[src/rtl/jpeg_capture_ctrl.sv]
// jpeg_capture_ctrl: sequences jpeg_encoder captures with budget-driven QF retry, timeout and abort
module jpeg_capture_ctrl #(
  parameter int SIZE_W = 16,
  parameter int MAX_RETRIES = 3,
  parameter int TIMEOUT_FRAMES = 3
) (
  input  logic              pixel_clock_in,
  input  logic              pixel_reset_in,
  input  logic              capture_req_in,
  input  logic [1:0]        capture_qf_in,
  input  logic              auto_qf_in,
  input  logic [SIZE_W-1:0] size_budget_in,
  input  logic              abort_in,
  output logic              start_capture_out,
  output logic [1:0]        qf_select_out,
  input  logic              frame_valid_in,
  input  logic              data_valid_in,
  input  logic [SIZE_W-1:0] address_in,
  input  logic              image_valid_in,
  output logic              busy_out,
  output logic              done_out,
  output logic [1:0]        status_out,
  output logic [1:0]        final_qf_out,
  output logic [SIZE_W:0]   final_size_out,
  output logic [1:0]        attempts_out
);
  localparam int FC_W = $clog2(TIMEOUT_FRAMES + 2);
  localparam logic [1:0] MAX_A = 2'(MAX_RETRIES);
  typedef enum logic [2:0] {IDLE, ARM, WAIT_CLEAR, CAPTURE, EVAL, DONE} state_t;
  state_t state, state_n;
  logic [1:0] qf, qf_lower;
  logic [SIZE_W-1:0] budget, max_addr;
  logic [FC_W-1:0] frame_cnt;
  logic [SIZE_W:0] size;
  logic auto_q, seen, fv_q, fits, retry, timeout;
  assign qf_lower = qf == 2'd1 ? 2'd0 : qf == 2'd0 ? 2'd3 : 2'd2;
  assign size = seen ? {1'b0, max_addr} + (SIZE_W+1)'(16) : '0;
  assign fits = budget == '0 || size <= {1'b0, budget};
  assign retry = auto_q && qf != 2'd2 && attempts_out < MAX_A;
  assign timeout = frame_cnt > FC_W'(TIMEOUT_FRAMES);
  assign start_capture_out = state == ARM;
  assign done_out = state == DONE;
  assign busy_out = state inside {ARM, WAIT_CLEAR, CAPTURE, EVAL};
  always_comb begin
    state_n = state;
    case (state)
      IDLE:       state_n = capture_req_in ? ARM : IDLE;
      ARM:        state_n = abort_in ? DONE : WAIT_CLEAR;
      WAIT_CLEAR: state_n = abort_in ? DONE : image_valid_in ? WAIT_CLEAR : CAPTURE;
      CAPTURE:    state_n = abort_in ? DONE : image_valid_in ? EVAL : timeout ? DONE : CAPTURE;
      EVAL:       state_n = abort_in || fits || !retry ? DONE : ARM;
      default:    state_n = IDLE;
    endcase
  end
  always_ff @(posedge pixel_clock_in) begin
    if (pixel_reset_in) begin
      state <= IDLE;
      qf <= '0;
      budget <= '0;
      auto_q <= 1'b0;
      max_addr <= '0;
      frame_cnt <= '0;
      seen <= 1'b0;
      fv_q <= 1'b0;
      qf_select_out <= '0;
      status_out <= '0;
      final_qf_out <= '0;
      final_size_out <= '0;
      attempts_out <= '0;
    end else begin
      state <= state_n;
      fv_q <= frame_valid_in;
      if (state == IDLE && capture_req_in) begin
        qf <= capture_qf_in;
        qf_select_out <= capture_qf_in;
        budget <= size_budget_in;
        auto_q <= auto_qf_in;
        attempts_out <= '0;
        status_out <= '0;
      end
      if (state == ARM) begin
        max_addr <= '0;
        frame_cnt <= '0;
        seen <= 1'b0;
      end
      if (state == CAPTURE && data_valid_in) begin
        max_addr <= address_in > max_addr ? address_in : max_addr;
        seen <= 1'b1;
      end
      if (state == CAPTURE && frame_valid_in && !fv_q)
        frame_cnt <= frame_cnt + FC_W'(1);
      if (state == CAPTURE && !abort_in && !image_valid_in && timeout)
        status_out <= 2'd2;
      if (state == EVAL && !abort_in) begin
        final_size_out <= size;
        final_qf_out <= qf;
        status_out <= fits ? 2'd0 : retry ? status_out : 2'd1;
        if (!fits && retry) begin
          qf <= qf_lower;
          qf_select_out <= qf_lower;
          attempts_out <= attempts_out + 2'd1;
        end
      end
      if (abort_in && state inside {ARM, WAIT_CLEAR, CAPTURE, EVAL})
        status_out <= 2'd3;
    end
  end
endmodule

[config.mk]
export PLATFORM = sky130hd
export DESIGN_NAME = jpeg_capture_ctrl
export DESIGN_NICKNAME = d
export VERILOG_FILES = /design/src/rtl/jpeg_capture_ctrl.sv
export SDC_FILE = /design/constraint.sdc
export NUM_CORES = 1
export LEC_CHECK = 0
export CORE_MARGIN = 1
export CORE_UTILIZATION = 25
export DETAILED_ROUTE_END_ITERATION = 10
export PLACE_DENSITY_LB_ADDON = 0.12
export SLEW_MARGIN = 20
export SYNTH_ARGS = -nofsm -noshare
export SYNTH_HDL_FRONTEND = slang
export SYNTH_SLANG_ARGS = --single-unit
[constraint.sdc]
create_clock -name pixel_clock_in -period 7.3 [get_ports pixel_clock_in]
set_input_delay 2.19 -clock pixel_clock_in [delete_from_list [all_inputs] [get_ports pixel_clock_in]]
set_output_delay 2.19 -clock pixel_clock_in [all_outputs]
set_load 0.005 [all_outputs]
==> results of run 1 <==
worst paths after layout:
| path | from | end | slack [ns] | depth (start not counted) |
|---|---|---|---|---|
| setup reg to reg | max_addr[4]$_SDFFE_PP0P_ | qf_select_out[1]$_SDFF_PP0_ | 4.02 | 12 |
| setup / recovery | address_in[13] | max_addr[9]$_SDFFE_PP0P_ | 2.92 | 9 |
| hold / removal | final_size_out[2]$_SDFFE_PP0P_ | final_size_out[2]$_SDFFE_PP0P_ | 0.46 | 2 |
| hold reg to reg | final_size_out[2]$_SDFFE_PP0P_ | final_size_out[2]$_SDFFE_PP0P_ | 0.46 | 2 |
layout by cell type (no fill, tap or decap), types with 11 or more instances in the layout:
cell type,Yosys,routed
a21oi_1,53,53
a22o_1,16,16
and2_1,12,12
clkdlybuf4s50_1,0,68
dfxtp_1,68,68
ha_1,37,37
inv_1,39,39
nand2_1,78,78
nand3_1,13,13
nand4_1,11,11
nor2_1,23,23
state kept, by name (all words and copies together), names as in the netlist, 2 cells and up:
signal          flops
attempts_out        2
budget             16
final_qf_out        2
final_size_out     17
frame_cnt           3
max_addr           16
qf                  2
qf_select_out       2
state               3
status_out          2
per-layer routing:
layer  vias to the layer above  GRT usage, %
li1                       1734             -
met1                      1477          18.5
met2                        52          21.0
met3                         7          2.95
met4                         0          4.73
met5                         -             0
worst max-delay path, stage by stage:
cell and delay (ns):
clkdlybuf4s50_1 0.45, ha_1 0.32, nand4_1 0.14, or2_0 0.27
or3_1 0.41, nand4_1 0.14, nor2_1 0.06, o21a_1 0.34
a22o_2 0.29
metrics by stage:
step                hold slack (ns)  worst slack [ns]  total power [uW]
finish                        0.455              2.92               983
global route                  0.474              2.78              1030
CTS                           0.458              2.93              1000
detailed placement            0.450              2.56               559
global placement              0.450              2.60               558
floorplan                     0.436              3.40               499
cell type report:
| cell class | instances | share of cell area (%) |
|---|---|---|
| clock buffer | 10 | 4.85 |
| multi-input combinational | 333 | 44.4 |
| inverter | 42 | 3.20 |
| tap | 184 | 4.67 |
| sequential | 68 | 27.6 |
| timing repair buffer | 69 | 13.9 |
| clock inverter | 6 | 1.30 |
power by group:
group	switching [uW]	internal (uW)
Combinational	78.4	68.3
Clock	161	273
Sequential	16.4	386
Total	256	727
cells by family (layout without fill, tap and decap cells):
group,after synthesis,after routing,synth area share (%)
buffers and inverters,62,127,6.77
flip-flops,68,68,35.7
adder cells (fa/ha/maj),37,37,12.2
AO/OA/AOI/OAI,109,109,18.9
XOR/XNOR,10,10,2.30
AND/OR/NAND/NOR,174,174,23.3
multiplexers,3,3,0.788
==> metrics.txt, run 1 <==
CP endpoint kind flip-flop; DP HPWL 7720 um; Worst EP arrival 4.61 ns; Hold WC Path Type flip-flop to flip-flop; Via-to-Cell Ratio 4.59; H-tree levels 3; GPL Wtd Cong 0.746; Post-CTS Setup Inserts 0; I/O pin total 70; metal1 wirelength 5180 um; Reg clk slew, reported paths 0.06 ns; Core Footprint 0.0147 mm2; number of synthesized flops with an enable pin 0; Yosys top cell area share 35.7%; Area after DPL 0.00462 mm2; post-CTS resize count 0; Storage cell area 0.00136 mm2; CTS Buf Count 9; YS warnings 0; Max clock buf depth 2; initial antenna violation count 0; Max-slew headroom 29.9%; drt first-iter violations 193; # port buffers 69; met3 routed WL 333 um; setup tns final 0 ns; FP Rows 44; final setup fails 0; drt pass-1 iters 7; Worst EP required 7.53 ns; count of pins over their slew limit 0; WS Path Type primary input to flip-flop; antenna viol nets, final 0; synthesized cell area 0.00381 mm2; Final Cell Area 0.00493 mm2; ANT cells 0; post-synth cell types 61; nets 602; failing checks DRC; final hold violations 0; minimum clock period 4.38 ns; Layout fillers 1576; first-pass GRT wire length 16800 um; multi-input combinational cell area 0.00219 mm2; unrepaired setup endpoints after global routing false; #FFs+latches synth 68; count leader, synth nand2_1; f_max 228 MHz; Max-Cap Viols 0; Non-Filler Instances 712; Die Span Y 125 um; Die W 125 um; Starting Density 25.9%; commonest cells in the netlist nand2_1, dfxtp_1, a21oi_1; drt drc 6; total track usage 13.6%; Post-Route Skew 0.00626 ns; post-synthesis sequential area ratio 35.7%; Yosys top cell by area dfxtp_1; DR WL met2 4410 um; syn nets 542; Remaining Overflow, GRT 0; Pwr Density 199 mW/mm2; cell count after placement 696; CTS Hold Bufs 0; Area growth syn-to-layout 29.4%; worst skew pair latency 0.33 ns; final WL 10000 um; Post-synth top flop dfxtp_1; largest net degree at the start of global routing 54; WL per Instance 14.0 um; Max Fanout on Critical Path 16; top routing layer in use met4; Synth area leaders dfxtp_1, ha_1, nand2_1; Synth async-reset ratio 0%; Startpoint Class primary input; Cells after Synth 463; fin crit share 60.0%; Root Buffer clkbuf_16; Via Count 3270; Finished Core Util 33.5%; status finished with violations; worst vdd ir 0.000106 V; syn avg cell area 8.23 um2; vias in the first global route 3271; share of cells above drive strength 1 7.01%; Clock Sinks 68; CTS tree done; static leakage 0.00184 uW; Worst Max-Slew Pin Slew 1.05 ns; die area 0.0157 mm2
(Power assumes the default switching activity.)
==> run 2, diff against run 1 <==
==> constraint.sdc (replaced) <==
create_clock -name pixel_clock_in -period 4.5 [get_ports pixel_clock_in]
set_input_delay 1.35 -clock pixel_clock_in [delete_from_list [all_inputs] [get_ports pixel_clock_in]]
set_output_delay 1.35 -clock pixel_clock_in [all_outputs]
set_load 0.005 [all_outputs]
==> run 2 against run 1 <==
The run still ends with DRC left. Die area stayed put. Flip-flop and latch count stayed put. Register-to-register slack worse by 2.8 ns. Combinational power is 65% higher. Largest power group is now sequential cells. Highest routed layer unchanged.
==> metrics.txt, run 2 (synthesis gave the netlist of run 1 again) <==
Placement Setup Slack 0.616 ns (was 2.56 ns); Hold WC Path Type flip-flop to flip-flop (unchanged); Core Footprint 0.0147 mm2 (unchanged); unrepaired setup endpoints after global routing false (unchanged); H-tree levels 3 (unchanged); CTS Hold Bufs 0 (unchanged); fin crit share 77.8%; CP endpoint kind flip-flop (unchanged); Post-CTS Setup Inserts 0 (unchanged); Root Buffer clkbuf_16 (unchanged); ANT cells 0 (unchanged); Area growth syn-to-layout 29.1% (was 29.4%); Post-Route Skew 0.00557 ns (was 0.00626 ns); Final Cell Area 0.00492 mm2 (was 0.00493 mm2); Starting Density 25.9% (unchanged); drt first-iter violations 160 (was 193); max FFs per register 17 (unchanged); failing checks DRC (unchanged); Fin Hold WS 0.457 ns (was 0.455 ns); minimum clock period 3.50 ns; Max Fanout on Critical Path 16 (unchanged); WS Path Type primary input to flip-flop (unchanged); Die W 125 um (unchanged); final setup fails 0 (unchanged); status finished with violations (unchanged); worst skew pair latency 0.34 ns (was 0.33 ns); initial antenna violation count 0 (unchanged); drt drc 6 (unchanged); FP Rows 44 (unchanged); setup ws final 0.997 ns (was 2.92 ns); final WL 10200 um (was 10000 um); WL per Instance 14.3 um (was 14.0 um); Biggest register final_size_out (unchanged); most common cell after layout, fill and taps aside nand2_1 (unchanged); static leakage 0.00184 uW (about the same); count of pins over their slew limit 0 (unchanged); Area after DPL 0.00465 mm2 (was 0.00462 mm2); vias in the first global route 3314 (was 3271); Startpoint Class primary input (unchanged); Max-Cap Viols 0 (unchanged); CTS Buf Count 9 (unchanged); f_max 285 MHz; Max-slew headroom 33.1% (was 29.9%); total track usage 13.9% (was 13.6%); Via Count 3348 (was 3270); Reg clk slew, reported paths 0.05 ns (was 0.06 ns); first-pass GRT wire length 17000 um (was 16800 um); most frequent cells in the layout nand2_1, dfxtp_1, clkdlybuf4s50_1 (unchanged); CTS tree done (unchanged); largest net degree at the start of global routing 54 (unchanged); biggest regs final_size_out x17, budget x16, max_addr x16 (unchanged); final hold violations 0 (unchanged); Pwr Density 314 mW/mm2 (was 199 mW/mm2); Via-to-Cell Ratio 4.69 (was 4.59); antenna viol nets, final 0 (unchanged); die area 0.0157 mm2 (unchanged); # port buffers 69 (unchanged); Die Span Y 125 um (unchanged); post-CTS resize count 0 (unchanged); setup tns final 0 ns (unchanged); Max clock buf depth 2 (unchanged); Worst EP required 4.78 ns (was 7.53 ns); Finished Core Util 33.5% (about the same); GPL Wtd Cong 0.776 (was 0.746); Remaining Overflow, GRT 0 (unchanged); I/O pin total 70 (unchanged); Worst EP arrival 3.78 ns (was 4.61 ns); Worst Max-Slew Pin Slew 1.00 ns (was 1.05 ns); nets 605 (was 602); DP HPWL 7800 um (was 7720 um); Clock Sinks 68 (unchanged); drt pass-1 iters 8 (was 7); worst vdd ir 0.000179 V (was 0.000106 V); share of cells above drive strength 1 6.79% (was 7.01%)
==> run 2: area by class of cell <==
class                   count  area, um2
fillers                  1563       9780
flip-flops and latches     68       1360
inverters                  42        158
multi-input cells         333       2190
clock inverters             1       7.51
clock buffers              14        264
well taps                 184        230
repair buffers             72        708
==> run 2: worst paths after layout <==
check,to,depth (start not counted),slack (ns),startpoint
setup / recovery,max_addr[0]$_SDFFE_PP0P_,9,1.0,address_in[1]
hold / removal,final_size_out[3]$_SDFFE_PP0P_,2,0.46,final_size_out[3]$_SDFFE_PP0P_
setup reg to reg,qf_select_out[1]$_SDFF_PP0_,12,1.23,max_addr[4]$_SDFFE_PP0P_
hold reg to reg,final_size_out[3]$_SDFFE_PP0P_,2,0.46,final_size_out[3]$_SDFFE_PP0P_
==> run 2: power breakdown <==
group	total [uW]	switching, uW	leakage [uW]	internal (uW)
Combinational	242	128	0.00116	113
Clock	652	252	0.000129	400
Sequential	652	26.2	0.000552	626
==> run 2: stage by stage <==
| step | instances | power, uW |
|---|---|---|
| after detailed placement | 699 | 909 |
| after global placement | 699 | 907 |
| after CTS | 714 | 1580 |
| final | 714 | 1550 |
| after global routing | 714 | 1630 |
| after floorplan | 463 | 810 |
==> run 2: per-layer routing <==
metal / routed length (um) / global-route usage (%) / vias to the layer above
li1: - / - / 1738
met1: 5070 / 17.6 / 1530
met2: 4510 / 22.3 / 69
met3: 471 / 4.24 / 11
met4: 164 / 5.02 / 0
met5: 0 / 0 / -
==> run 2: critical path: stages <==
cell and delay (ns):
clkdlybuf4s50_1 0.43, ha_1 0.32, nor2b_1 0.14, o21a_1 0.16, o21a_1 0.16, o21bai_1 0.14
a21oi_1 0.13, o31ai_4 0.69, a22o_1 0.26
